<file path="config.mk">
export PLATFORM = sky130hd
export DESIGN_NAME = toggle_activity_monitor
export DESIGN_NICKNAME = d
export VERILOG_FILES = /design/src/rtl/pwr_mon_pkg.sv /design/src/rtl/net_popcount.sv /design/src/rtl/toggle_activity_monitor.sv
export SDC_FILE = /design/constraint.sdc
export NUM_CORES = 1
export LEC_CHECK = 0
export BUFFER_PORTS_ARGS = -buffer_cell sky130_fd_sc_hd__buf_4
export CORE_ASPECT_RATIO = 1.1
export CORE_MARGIN = 3
export CORE_UTILIZATION = 60
export DETAILED_ROUTE_END_ITERATION = 6
export PLACE_DENSITY = 0.88
export REMOVE_ABC_BUFFERS = 1
export SLEW_MARGIN = 20
export SYNTH_ARGS = -nofsm -noshare
export SYNTH_HDL_FRONTEND = slang
export SYNTH_SLANG_ARGS = --single-unit
</file>
<file path="constraint.sdc">
create_clock -name clk -period 6.66 [get_ports clk]
set_input_delay 0.666 -clock clk [delete_from_list [all_inputs] [get_ports clk]]
set_output_delay 0.666 -clock clk [all_outputs]
set_load 0.02 [all_outputs]
</file>
<file path="src/rtl/pwr_mon_pkg.sv">
// Shared types and helpers for the toggle activity monitor.
// Saturating add returns {overflow, clamped sum}.
package pwr_mon_pkg;

  typedef enum logic [1:0] {
    IDLE,
    PRIME,
    ACCUM,
    REPORT
  } mon_state_t;

  localparam int unsigned SAT_W = 32;

  function automatic logic [SAT_W:0] sat_add(
    input logic [SAT_W-1:0] a,
    input logic [SAT_W-1:0] b,
    input logic [SAT_W-1:0] max
  );
    logic [SAT_W:0] sum;
    sum = {1'b0, a} + {1'b0, b};
    if (sum > {1'b0, max}) begin
      return {1'b1, max};
    end
    return {1'b0, sum[SAT_W-1:0]};
  endfunction

endpackage

</file>
<file path="src/rtl/net_popcount.sv">
// Combinational population count of a bit vector.
// Output width is just wide enough to hold W.
module net_popcount #(
  parameter int W = 5
) (
  input  logic [W-1:0]           vec,
  output logic [$clog2(W+1)-1:0] cnt
);

  localparam int CW = $clog2(W + 1);

  always_comb begin
    cnt = '0;
    for (int i = 0; i < W; i++) begin
      cnt = cnt + CW'(vec[i]);
    end
  end

endmodule

</file>
<file path="src/rtl/toggle_activity_monitor.sv">
// Windowed toggle / signal-probability monitor for a net vector.
// Reports one record per window over a valid/ready handshake.
module toggle_activity_monitor
  import pwr_mon_pkg::*;
#(
  parameter int NUM_NETS = 5,
  parameter int WINDOW   = 256,
  parameter int CNT_W    = 16
) (
  input  logic                clk,
  input  logic                rst_n,
  input  logic                start,
  input  logic                sample_valid,
  input  logic [NUM_NETS-1:0] net_in,
  output logic                busy,
  output logic                rpt_valid,
  input  logic                rpt_ready,
  output logic [CNT_W-1:0]    rpt_toggles,
  output logic [CNT_W-1:0]    rpt_ones,
  output logic                rpt_sat,
  output logic                rpt_overrun
);

  localparam int PW = $clog2(NUM_NETS + 1);
  localparam int SW = $clog2(WINDOW + 1);
  localparam logic [SAT_W-1:0] MAXV =
    SAT_W'((64'd1 << CNT_W) - 64'd1);

  mon_state_t          state;
  logic [NUM_NETS-1:0] prev;
  logic [SW-1:0]       scnt;
  logic [SW-1:0]       scnt_nx;
  logic [PW-1:0]       pc;
  logic [SAT_W:0]      tog_sum;
  logic [SAT_W:0]      one_sum;
  logic                unused_bits;

  net_popcount #(.W(NUM_NETS)) u_pc (
    .vec (net_in ^ prev),
    .cnt (pc)
  );

  always_comb begin
    tog_sum = sat_add(SAT_W'(rpt_toggles), SAT_W'(pc), MAXV);
    one_sum = sat_add(SAT_W'(rpt_ones),
                      SAT_W'(net_in[NUM_NETS-1]), MAXV);
    scnt_nx = scnt + SW'(1);
  end

  assign unused_bits = ^{tog_sum, one_sum};

  always_ff @(posedge clk or negedge rst_n) begin
    if (!rst_n) begin
      state       <= IDLE;
      prev        <= '0;
      scnt        <= '0;
      busy        <= 1'b0;
      rpt_valid   <= 1'b0;
      rpt_toggles <= '0;
      rpt_ones    <= '0;
      rpt_sat     <= 1'b0;
      rpt_overrun <= 1'b0;
    end else begin
      unique case (state)
        IDLE: begin
          if (start) begin
            state       <= PRIME;
            busy        <= 1'b1;
            scnt        <= '0;
            rpt_toggles <= '0;
            rpt_ones    <= '0;
            rpt_sat     <= 1'b0;
            rpt_overrun <= 1'b0;
          end
        end
        PRIME: begin
          // First sample only seeds prev; no toggle is counted.
          if (sample_valid) begin
            state    <= ACCUM;
            prev     <= net_in;
            rpt_ones <= one_sum[CNT_W-1:0];
            rpt_sat  <= rpt_sat | one_sum[SAT_W];
            scnt     <= SW'(1);
          end
        end
        ACCUM: begin
          if (sample_valid) begin
            prev        <= net_in;
            rpt_toggles <= tog_sum[CNT_W-1:0];
            rpt_ones    <= one_sum[CNT_W-1:0];
            rpt_sat     <= rpt_sat | tog_sum[SAT_W]
                           | one_sum[SAT_W];
            scnt        <= scnt_nx;
            if (scnt_nx == SW'(WINDOW)) begin
              state     <= REPORT;
              rpt_valid <= 1'b1;
            end
          end
        end
        REPORT: begin
          if (sample_valid) begin
            rpt_overrun <= 1'b1;
          end
          if (rpt_ready) begin
            state     <= IDLE;
            busy      <= 1'b0;
            rpt_valid <= 1'b0;
          end
        end
        default: state <= IDLE;
      endcase
    end
  end

endmodule

</file>
=== Word level (Yosys, flattened, before mapping) ===
Index checks and enable logic that the tools add are counted.

* Logic and storage cells: 81
* ROM bits: 0
* Memories: 0
* Register bits: 52
* Bits of input ports: 10
* Bits in writable memories: 0
* Output and inout port bits: 36
* Bits in latches: 0

* $mul: 0
* Equality and inequality tests: 11
* Muxes and demuxes: 33
* $add $sub $neg: 7
* Magnitude comparators: 2
* Shift-type cells: 0
* Reductions and logical operators: 15
* Bitwise gates (word level): 4
* Div/mod/pow operators: 0

{| class="wikitable"
|+ Operator list
! kind !! count
|-
| 33-bit 2-to-1 mux || 4
|-
| 16-bit case mux with 2 select lines || 2
|-
| 16-bit 2-to-1 mux || 3
|-
| 17-bit by 16-bit > comparator with 1-bit output, second input constant || 2
|-
| 9-bit 2-to-1 mux || 3
|-
| 9-bit case mux with 3 select lines || 1
|-
| 16-bit by 1-bit adder with 17-bit output || 1
|-
| 16-bit by 3-bit adder with 17-bit output || 1
|-
| 2-bit != test, second input constant || 6
|-
| 3-bit AND reduction || 4
|-
| 1-bit 2-to-1 mux || 10
|-
| 2-bit 2-to-1 mux || 5
|-
| 3-bit by 1-bit adder with 3-bit output || 3
|-
| 9-bit by 1-bit adder with 9-bit output, second input constant || 1
|-
| 9-bit equality test, second input constant || 1
|-
| 2-bit case mux with 4 select lines || 1
|-
| 4-bit AND reduction || 2
|-
| 2-bit nonzero test || 4
|-
| 1-bit case mux with 2 select lines || 3
|-
| 5-bit AND reduction || 1
|-
| 5-bit bitwise XOR || 1
|-
| 2-bit equality test, second input constant || 2
|-
| 1-bit bitwise OR || 3
|-
| 1-bit case mux with 3 select lines || 1
|-
| other kinds (7) || 7
|}

=== Depth between registers and ports, before layout ===
Gate-level depths: netlist of run 1.

* Word-level depth: 13
* Mapped depth: 12
* Gate-level depth less buffers: 11

=== By module ===
A second synthesis of run 1 with hierarchy kept.

* Cells, all modules: 373
* Area, all modules: 3274.4 um^2

{| class="wikitable"
|+ Modules (own cells, without submodules)
! module !! cells an instance !! seq. area each (um^2) !! area each (um^2) !! instances
|-
| toggle_activity_monitor || 365 || 1301.2 || 3203.1 || 1
|-
| net_popcount || 8 || 0.0 || 71.3 || 1
|}

=== Worst setup path after synthesis of run 1 ===
No wires, ideal clock.

* Path kind: input to register
* From: input net_in[0]
* To: register rpt_toggles[11]
* Setup time: 0.121 ns
* Required time: 6.539 ns
* Buffers on the path: 0
* Setup slack: 2.945 ns
* Arrival time: 3.594 ns
* Stages on the path: 11
* Path through: xor2_1 -> ha_1 -> fa_1 -> ha_1 -> fa_1 -> ha_1 -> a21o_1 -> a21oi_1 -> or4_1 -> a21o_1 -> a22o_1

* Word-level cells in the longest chain between the ends: 11

{| class="wikitable"
|+ RTL lines
! what !! line !! RTL
|-
| from (decl) || toggle_activity_monitor.sv:14 || <nowiki>input logic [NUM_NETS-1:0] net_in,</nowiki>
|-
| 5-bit bitwise XOR (*) || toggle_activity_monitor.sv:39 || <nowiki>.vec (net_in ^ prev),</nowiki>
|-
| 1-bit by 1-bit adder with 2-bit output (*) || net_popcount.sv:15 || <nowiki>cnt = cnt + CW'(vec[i]);</nowiki>
|-
| 3-bit by 1-bit adder with 3-bit output (*) (3 in a row) || net_popcount.sv:15 ||
|-
| 16-bit by 3-bit adder with 17-bit output (*) || pwr_mon_pkg.sv:20 || <nowiki>sum = {1'b0, a} + {1'b0, b};</nowiki>
|-
| 17-bit by 16-bit > comparator with 1-bit output || pwr_mon_pkg.sv:21 || <nowiki>if (sum > {1'b0, max}) begin</nowiki>
|-
| 1-bit 2-to-1 mux || pwr_mon_pkg.sv:21 ||
|-
| 33-bit 2-to-1 mux (*) || pwr_mon_pkg.sv:24 || <nowiki>return {1'b0, sum[SAT_W-1:0]};</nowiki>
|-
| 16-bit 2-to-1 mux (*) || toggle_activity_monitor.sv:87 || <nowiki>if (sample_valid) begin</nowiki>
|-
| 16-bit case mux with 2 select lines (*) || toggle_activity_monitor.sv:64 || <nowiki>unique case (state)</nowiki>
|-
| to (signal assigned) || toggle_activity_monitor.sv:89 || <nowiki>rpt_toggles <= tog_sum[CNT_W-1:0];</nowiki>
|-
| to (decl) || toggle_activity_monitor.sv:18 || <nowiki>output logic [CNT_W-1:0] rpt_toggles,</nowiki>
|}

Mark *: on every way between the ends. The rest lies on a longest branch, timed or not. The select of a mux whose other input is x is not followed.
A chain may end at the register's enable or synchronous reset.

=== Worst setup path in the final report of run 1 ===
* From: input net_in[0]
* To: register rpt_toggles[4]

Same word-level chain as after synthesis.

==> impl_metrics.prom, run 1 <==
# TYPE chip_impl_metric gauge
chip_impl_info{name="outcome",value="finished, final reports clean"} 1
chip_impl_metric{name="final_worst_path_cycle_share",unit="%"} 56.8
chip_impl_info{name="endpoint",value="rpt_toggles[4]"} 1
chip_impl_metric{name="power_density",unit="nW/um^2"} 362
chip_impl_metric{name="synth_enable_flop_cells",unit=""} 0
chip_impl_metric{name="timing.max_cap.violations",unit=""} 0
chip_impl_metric{name="drtIter0Drc",unit=""} 259
chip_impl_metric{name="fmaxAchievable",unit="GHz"} 0.264
chip_impl_metric{name="initial_utilization",unit="%"} 64.4
chip_impl_metric{name="avgSynthCellArea",unit="um^2"} 9.03
chip_impl_metric{name="num_cts_buffers",unit=""} 5
chip_impl_metric{name="reg2reg_slack",unit="ns"} 2.91
chip_impl_metric{name="switching_share",unit="%"} 45.0
chip_impl_metric{name="finalWorstPathRequiredPeriod",unit="ns"} 3.78
chip_impl_metric{name="grt_pass1_wl",unit="mm"} 13.7
chip_impl_metric{name="timing_worst_slew_pin_value",unit="ns"} 0.958
chip_impl_metric{name="worst_ir_drop_vdd",unit="mV"} 0.214
chip_impl_metric{name="clkSinkCount",unit=""} 52
chip_impl_metric{name="ys_async_sr_fraction",unit="%"} 100
chip_impl_info{name="largest_family_of_logic_cells_by_synthesized_area",value="compound AO/OA/AOI/OAI gates"} 1
chip_impl_metric{name="critPathMaxFanout",unit=""} 11
chip_impl_metric{name="multi_input_comb_area",unit="um^2"} 1900
chip_impl_metric{name="max-slew-margin-rel",unit="%"} 35.9
chip_impl_metric{name="worst_clock_skew",unit="ns"} 0.0124
chip_impl_metric{name="yosys_register_bits",unit=""} 52
chip_impl_info{name="worstSetupEndpointType",value="flop"} 1
chip_impl_metric{name="fillerInstances",unit=""} 399
chip_impl_metric{name="synth_warnings",unit=""} 0
chip_impl_metric{name="cts.reportedPaths.clkPinSlew",unit="ns"} 0.10
chip_impl_info{name="worst_setup_path_start_kind",value="primary input"} 1
chip_impl_metric{name="leakage",unit="nW"} 1.74
chip_impl_metric{name="clkLatencyLatePin",unit="ns"} 0.31
chip_impl_metric{name="chipHeight",unit="um"} 84.1
chip_impl_metric{name="combinational_cell_fraction_of_total_power",unit="%"} 55.6
chip_impl_metric{name="numPortBuffers",unit=""} 45
chip_impl_metric{name="synthesized_instance_count",unit=""} 369
chip_impl_metric{name="die_area",unit="um^2"} 6480
chip_impl_metric{name="drc",unit=""} 0
chip_impl_metric{name="core.rowCount",unit=""} 27
chip_impl_metric{name="antenna_violations_before_repair",unit=""} 0
chip_impl_info{name="clock_tree_from_tritoncts",value="yes"} 1
chip_impl_metric{name="post_synthesis_instance_area",unit="um^2"} 3330
chip_impl_metric{name="synth_sequential_area_ratio",unit="%"} 39.1
chip_impl_metric{name="fin_nets",unit=""} 435
chip_impl_metric{name="final_critical_path_setup_slack",unit="ns"} 2.88
chip_impl_metric{name="total_power",unit="mW"} 1.37
chip_impl_metric{name="final_design_area_no_fill",unit="um^2"} 3790
chip_impl_metric{name="clk_path_buf_depth",unit=""} 2
chip_impl_metric{name="cts-htree-levels",unit=""} 2
chip_impl_metric{name="endpoint_arrival_time_on_the_critical_path",unit="ns"} 3.98
chip_impl_metric{name="area_growth_syn_to_layout",unit="%"} 13.8
chip_impl_info{name="timing_worst_setup_path_type",value="in2reg"} 1
chip_impl_metric{name="placed_area",unit="um^2"} 3700
chip_impl_metric{name="design.portCount",unit=""} 46
chip_impl_metric{name="number_of_library_cell_types_mapped_by_synthesis",unit=""} 53
chip_impl_metric{name="die_w",unit="um"} 77.0
chip_impl_metric{name="share_of_cell_area_taken_by_muxes_after_synthesis",unit="%"} 1.69
chip_impl_info{name="crit-reg2reg-launch",value="prev[0]"} 1
chip_impl_metric{name="post_cts_setup_buffer_count",unit=""} 0
chip_impl_metric{name="gpl.final_weighted_congestion",unit=""} 0.885
chip_impl_metric{name="final-max-slew-violation-count",unit=""} 0
chip_impl_metric{name="first_global_vias",unit=""} 3011
chip_impl_info{name="critPathLaunch",value="net_in[0]"} 1
chip_impl_metric{name="clock_power_share",unit="%"} 14.0
chip_impl_metric{name="post_route_cells_drive_above_1_share",unit="%"} 18.6
chip_impl_metric{name="global_route.usage.total",unit="%"} 25.3
chip_impl_info{name="grt_setup_unrepaired",value="false"} 1
chip_impl_metric{name="viasPerCell",unit=""} 6.26
chip_impl_metric{name="cts_resized",unit=""} 0
chip_impl_info{name="ys_flop_type",value="sky130_fd_sc_hd__dfrtp_1"} 1
chip_impl_metric{name="detailedRoute.firstPassIterationCount",unit=""} 4
chip_impl_metric{name="postCtsHoldBufs",unit=""} 0
chip_impl_metric{name="num_vias",unit=""} 3013
chip_impl_metric{name="synth_simple_gate_area_share",unit="%"} 20.8
chip_impl_metric{name="grt_residual_overflow",unit=""} 0
chip_impl_metric{name="hold_viol_final",unit=""} 0
chip_impl_metric{name="post_synth_fa_ha_maj_area_fraction",unit="%"} 7.06
chip_impl_metric{name="worst-r2r-cell-count",unit=""} 11
chip_impl_metric{name="totalWireLength",unit="mm"} 7.77
chip_impl_metric{name="grt_start_max_net_pins",unit=""} 53
chip_impl_metric{name="antennaDiodeCount",unit=""} 0
chip_impl_metric{name="detail-route-antenna-nets",unit=""} 0
chip_impl_metric{name="coreArea",unit="um^2"} 5170
chip_impl_metric{name="synth-xor-area-share",unit="%"} 2.37
chip_impl_metric{name="synth_compound_area_share",unit="%"} 25.2
chip_impl_info{name="worstHoldPathType",value="in2async"} 1
chip_impl_metric{name="timing.critical_path.required",unit="ns"} 6.85
chip_impl_metric{name="power_frac_seq",unit="%"} 30.4
chip_impl_metric{name="final_setup_violation_count",unit=""} 0
chip_impl_metric{name="detailedPlace.worstSlack",unit="ns"} 2.56
chip_impl_info{name="cts.root.buffer_cell",value="sky130_fd_sc_hd__clkbuf_8"} 1
chip_impl_metric{name="switching_power",unit="uW"} 617
chip_impl_metric{name="total_negative_setup_slacks",unit="ns"} 0
chip_impl_metric{name="intPower",unit="uW"} 755
chip_impl_metric{name="place_hpwl",unit="mm"} 5.55
chip_impl_metric{name="layout.area.seq",unit="um^2"} 1300
chip_impl_metric{name="avgRoutedWirePerCell",unit="um"} 16.2
chip_impl_info{name="rr_endpoint",value="rpt_toggles[4]"} 1
-- synth_stat cells, types with 6 or more instances --
master | count | area share, %
sky130_fd_sc_hd__dfrtp_1 | 52 | 39
sky130_fd_sc_hd__o21ai_0 | 44 | 6.6
sky130_fd_sc_hd__nand2_1 | 41 | 4.6
sky130_fd_sc_hd__a21oi_1 | 23 | 3.5
sky130_fd_sc_hd__nand3_1 | 20 | 3.0
sky130_fd_sc_hd__inv_1 | 17 | 1.9
sky130_fd_sc_hd__ha_1 | 14 | 5.3
sky130_fd_sc_hd__a22o_1 | 12 | 3.2
sky130_fd_sc_hd__and3_1 | 10 | 1.9
sky130_fd_sc_hd__nor2_1 | 10 | 1.1
sky130_fd_sc_hd__nor3_1 | 10 | 1.5
sky130_fd_sc_hd__o31ai_1 | 8 | 1.8
sky130_fd_sc_hd__a21o_1 | 7 | 1.6
sky130_fd_sc_hd__a31o_2 | 7 | 1.8
sky130_fd_sc_hd__clkbuf_1 | 7 | 0.79
sky130_fd_sc_hd__xor2_1 | 7 | 1.8
sky130_fd_sc_hd__a31oi_1 | 6 | 1.1
-- state kept, by name, indices dropped and copies added, names as in the netlist --
signal	flops
rpt_overrun	1
busy	1
rpt_valid	1
state	2
rpt_ones	16
scnt	9
rpt_toggles	16
prev	5
rpt_sat	1
-- metrics by stage --
stage | std cells | hold slack, ns | util [%]
detailed placement | 473 | 0.483 | 71.5
global placement | 473 | 0.476 | 71.5
global route | 481 | 0.431 | 73.3
finish | 481 | 0.382 | 73.3
floorplan | 356 | 0.370 | -
CTS | 481 | 0.413 | 73.3
-- critical path, cell delays in order --
cell	delay [ns]
sky130_fd_sc_hd__buf_4	0.12
sky130_fd_sc_hd__xor2_1	0.14
sky130_fd_sc_hd__ha_1	0.32
sky130_fd_sc_hd__fa_1	0.48
sky130_fd_sc_hd__ha_1	0.23
sky130_fd_sc_hd__fa_1	0.50
sky130_fd_sc_hd__fa_1	0.44
sky130_fd_sc_hd__a21oi_1	0.27
sky130_fd_sc_hd__nor2_2	0.13
sky130_fd_sc_hd__and4_1	0.35
sky130_fd_sc_hd__o21ai_0	0.21
sky130_fd_sc_hd__o21ai_0	0.11
-- power groups by stage --
| stage | clock (mW) | combinational, mW | sequential [mW] |
|---|---|---|---|
| finish | 0.192 | 0.763 | 0.417 |
| global route | 0.209 | 0.868 | 0.427 |
| CTS | 0.195 | 0.762 | 0.418 |
| detailed placement | 0 | 0.757 | 0.423 |
| global placement | 0 | 0.714 | 0.419 |
| floorplan | 0 | 0.535 | 0.435 |
-- cells in the final DEF, fill, tap and decap left out, drive strengths merged, types with 2 or more instances in the layout --
master	instances
a21boi	2
a21o	7
a21oi	25
a22o	12
a31o	7
a31oi	6
a41oi	2
and2	3
and3	10
and4	5
buf	45
clkbuf	7
dfrtp	52
fa	3
ha	14
inv	17
mux2	5
nand2	41
nand2b	3
nand3	22
nand4	4
nor2	12
nor2b	4
nor3	10
o21a	2
o21ai	47
o22a	3
o22ai	2
o2bb2ai	3
o31ai	8
or3	2
xnor2	2
xor2	7
-- how the worst min path moves through the flow --
stage / from / end / slack [ns] / cells after the start
final: rst_n / rpt_toggles[9] / 0.38 / 1
after CTS: rst_n / rpt_toggles[9] / 0.41 / 1
after global placement: rpt_sat / rpt_sat / 0.48 / 1
after detailed placement: rpt_sat / rpt_sat / 0.48 / 1
after floorplan: rst_n / busy / 0.37 / 0
after global routing: rst_n / rpt_toggles[9] / 0.43 / 1
-- routing by layer --
layer / up-vias / track usage, % / part of all wire, % / wire length [um]
met5: - / 0 / 0 / 0
li1: 1440 / - / - / -
met3: 13 / 3.97 / 5.5 / 424
met4: 0 / 8.09 / 1.5 / 118
met2: 95 / 43.8 / 51 / 3960
met1: 1465 / 32.4 / 42 / 3270
-- cell type report --
| type | count | area share, % |
|---|---|---|
| sequential | 52 | 34.3 |
| clock inverter | 1 | 0.198 |
| tap | 72 | 2.38 |
| multi-input combinational | 287 | 50.2 |
| clock buffer | 7 | 2.28 |
| timing repair buffer | 45 | 8.91 |
| inverter | 17 | 1.68 |
-- logic make-up after synthesis --
kind of cell / Yosys count
buffers and inverters: 30
and+or+nand+nor: 125
adders and majority gates: 17
AOI/OAI and AO/OA: 131
xor gates and xnor gates: 9
muxes: 5
DFF: 52
Note: power is estimated with default switching activity, not from simulation.
==> run 2: changes to the inputs <==
--- a/config.mk
+++ b/config.mk
@@ -8,9 +8,9 @@
 export BUFFER_PORTS_ARGS = -buffer_cell sky130_fd_sc_hd__buf_4
 export CORE_ASPECT_RATIO = 1.1
 export CORE_MARGIN = 3
-export CORE_UTILIZATION = 60
+export CORE_UTILIZATION = 58
 export DETAILED_ROUTE_END_ITERATION = 6
-export PLACE_DENSITY = 0.88
+export PLACE_DENSITY = 0.85
 export REMOVE_ABC_BUFFERS = 1
 export SLEW_MARGIN = 20
 export SYNTH_ARGS = -nofsm -noshare
==> constraint.sdc (replaced) <==
create_clock -name clk -period 3.5 [get_ports clk]
set_input_delay 0.35 -clock clk [delete_from_list [all_inputs] [get_ports clk]]
set_output_delay 0.35 -clock clk [all_outputs]
set_load 0.02 [all_outputs]
==> run 2 against run 1 <==
  * Routed wire length up 1.1%
  * Critical path type is now reg2reg
  * Combinational power up 110%
  * Hold slack worse by 0.33 ns
  * Sequential share of layout area down 0.80 points
  * First-iteration DRC count down 27%
  * Die area up 3.2%
  * Register-to-register slack worse by 2.8 ns
  * Critical endpoint is now rpt_toggles[11]
  * Utilization down 2.3 points
==> impl_metrics.prom, run 2 (synthesis results as in run 1) <==
# TYPE chip_impl_metric gauge
chip_impl_metric{name="viasPerCell",unit=""} 6.15
chip_impl_info{name="cp_cell_sequence",value="xor2_1, ha_1, fa_1, ha_2, fa_2, ha_4, a21o_1, a21oi_1, or4_4, a21o_1, a22o_1"} 1
chip_impl_info{name="worst_setup_path_start_kind",value="flop"} 1
chip_impl_metric{name="endpoint_arrival_time_on_the_critical_path",unit="ns"} 3.62
chip_impl_metric{name="final_setup_violation_count",unit=""} 0
chip_impl_metric{name="antenna_violations_before_repair",unit=""} 0
chip_impl_metric{name="design.portCount",unit=""} 46
chip_impl_metric{name="detailedPlace.worstSlack",unit="ns"} -0.171
chip_impl_metric{name="avgRoutedWirePerCell",unit="um"} 16.0
chip_impl_metric{name="area_growth_syn_to_layout",unit="%"} 16.5
chip_impl_info{name="outcome",value="finished, final reports clean"} 1
chip_impl_metric{name="place_hpwl",unit="mm"} 5.46
chip_impl_metric{name="worst_clock_skew",unit="ns"} 0.0105
chip_impl_metric{name="power_density",unit="nW/um^2"} 709
chip_impl_metric{name="antennaDiodeCount",unit=""} 0
chip_impl_metric{name="drc",unit=""} 0
chip_impl_metric{name="final_critical_path_setup_slack",unit="ns"} 0.0914
chip_impl_metric{name="chipHeight",unit="um"} 85.5
chip_impl_metric{name="max-slew-margin-rel",unit="%"} 51.3
chip_impl_metric{name="grt_pass1_wl",unit="mm"} 13.0
chip_impl_metric{name="detailedRoute.firstPassIterationCount",unit=""} 5
chip_impl_metric{name="global_route.usage.total",unit="%"} 24.1
chip_impl_metric{name="final_worst_path_cycle_share",unit="%"} 97.4
chip_impl_metric{name="numPortBuffers",unit=""} 45
chip_impl_metric{name="grt_start_max_net_pins",unit=""} 53
chip_impl_metric{name="die_area",unit="um^2"} 6690
chip_impl_metric{name="drtIter0Drc",unit=""} 188
chip_impl_metric{name="post_cts_setup_buffer_count",unit=""} 0
chip_impl_info{name="most_common_library_cell_in_the_layout_ignoring_fill_and_taps",value="sky130_fd_sc_hd__buf_4"} 1
chip_impl_metric{name="layout.core_utilization",unit="%"} 71.0
chip_impl_metric{name="cts.reportedPaths.clkPinSlew",unit="ns"} 0.10
chip_impl_info{name="grt_setup_unrepaired",value="false"} 1
chip_impl_metric{name="worst_ir_drop_vdd",unit="mV"} 0.455
chip_impl_info{name="timing_worst_setup_path_type",value="reg2reg"} 1
chip_impl_metric{name="die_w",unit="um"} 78.3
chip_impl_metric{name="num_vias",unit=""} 3022
chip_impl_info{name="worstSetupEndpointType",value="flop"} 1
chip_impl_metric{name="timing_worst_slew_pin_value",unit="ns"} 0.729
chip_impl_metric{name="hold_viol_final",unit=""} 0
chip_impl_info{name="worstHoldPathType",value="in2async"} 1
chip_impl_info{name="leading_cell_types_in_the_layout_fill_and_taps_excluded",value="sky130_fd_sc_hd__buf_4 (53), sky130_fd_sc_hd__dfrtp_1 (52), sky130_fd_sc_hd__o21ai_0 (44)"} 1
chip_impl_metric{name="clkLatencyLatePin",unit="ns"} 0.31
chip_impl_info{name="path_common_cell",value="sky130_fd_sc_hd__a21o_1"} 1
chip_impl_metric{name="fmaxAchievable",unit="GHz"} 0.293
chip_impl_metric{name="post_route_cells_drive_above_1_share",unit="%"} 21.9
chip_impl_metric{name="critPathMaxFanout",unit=""} 2
chip_impl_metric{name="fin_nets",unit=""} 443
chip_impl_info{name="cts.root.buffer_cell",value="sky130_fd_sc_hd__clkbuf_8"} 1
chip_impl_metric{name="place_inst",unit=""} 484
chip_impl_info{name="clock_tree_from_tritoncts",value="yes"} 1
chip_impl_metric{name="cpPeakStageDelay",unit="ns"} 0.49
chip_impl_metric{name="detail-route-antenna-nets",unit=""} 0
chip_impl_metric{name="timing.max_cap.violations",unit=""} 0
chip_impl_metric{name="finalWorstPathRequiredPeriod",unit="ns"} 3.41
chip_impl_metric{name="num_cts_buffers",unit=""} 5
chip_impl_metric{name="gpl.final_weighted_congestion",unit=""} 0.878
chip_impl_metric{name="fillerInstances",unit=""} 437
chip_impl_metric{name="clkSinkCount",unit=""} 52
chip_impl_info{name="worst_path_max_delay_cell",value="sky130_fd_sc_hd__fa_1"} 1
chip_impl_metric{name="coreArea",unit="um^2"} 5470
chip_impl_metric{name="core.rowCount",unit=""} 28
chip_impl_metric{name="first_global_vias",unit=""} 2792
chip_impl_metric{name="grt_residual_overflow",unit=""} 0
chip_impl_metric{name="instances_no_fill",unit=""} 491
chip_impl_metric{name="final-max-slew-violation-count",unit=""} 0
chip_impl_metric{name="clk_path_buf_depth",unit=""} 2
chip_impl_metric{name="timing.critical_path.required",unit="ns"} 3.71
chip_impl_info{name="reg_top3",value="rpt_ones (16), rpt_toggles (16), scnt (9)"} 1
chip_impl_metric{name="initial_utilization",unit="%"} 60.9
chip_impl_metric{name="leakage",unit="nW"} 1.78
chip_impl_metric{name="totalWireLength",unit="mm"} 7.86
chip_impl_metric{name="postCtsHoldBufs",unit=""} 0
chip_impl_metric{name="total_power",unit="mW"} 2.75
chip_impl_metric{name="cts-htree-levels",unit=""} 2
-- run 2: cell count changes in the layout (fill, tap and decap cells not counted), sizes merged --
| cell | change |
|---|---|
| clkinvlp | -1 |
| buf | +8 |
| clkinv | +1 |
| clkbuf | -1 |
-- run 2: layout make-up --
class                   instances  area, um^2  area share [%]
multi-input cells             287        1950            50.1
flip-flops and latches         52        1300            33.5
repair buffers                 53         398            10.3
well taps                      75        93.8            2.42
clock buffers                   6        72.6            1.87
inverters                      17        63.8            1.64
clock inverters                 1        5.00           0.129
-- run 2: metal layers --
| metal | global-route usage (%) | up-vias | share of wire, % |
|---|---|---|---|
| met5 | 0 | - | 0 |
| met4 | 6.68 | 0 | 1.5 |
| met3 | 3.61 | 14 | 3.7 |
| met2 | 41.3 | 73 | 49 |
| met1 | 32.0 | 1484 | 46 |
| li1 | - | 1451 | - |
-- run 2: path summary, 6_finish.rpt --
path,startpoint,end,slack [ns],cells past startpoint
max,prev[1],rpt_toggles[11],0.09,11
min,rst_n,rpt_toggles[9],0.05,1
max reg2reg,prev[1],rpt_toggles[11],0.09,11
min reg2reg,rpt_sat,rpt_sat,0.52,1
max in group asynchronous,rst_n,state[0],3.00,1
min in group clk,net_in[2],prev[2],0.29,2
-- run 2: metrics by stage --
stage,setup TNS (ns),instance area (um^2),hold WS [ns]
final,0,3880,0.0476
after global routing,0,3880,0.109
after CTS,0,3850,0.0833
after detailed placement,-1.67,3760,0.432
after global placement,-0.685,3760,0.427
after floorplan,0,3270,0.0544
-- run 2: critical path, delay by kind of cell, from the launching register on --
family                   cells  cell delay (ns)
AO/OA/AOI/OAI                4             0.59
adder cells (fa/ha/maj)      5             1.73
AND/OR/NAND/NOR              1             0.43
flip-flops                   1             0.40
XOR/XNOR                     1             0.17
-- run 2: repair_timing --
| action | CTS | global route |
|---|---|---|
| pin swaps | 5 | 3 |
| gates cloned | 0 | 0 |
| endpoints found under the setup margin | 13 | 12 |
| resized for setup | 4 | 6 |
-- run 2: where the power goes --
group,switching [mW],leakage [nW],internal (mW),total (mW)
Sequential,0.102,0.696,0.694,0.796
Combinational,0.935,1.04,0.689,1.62
Clock,0.197,0.0410,0.137,0.333
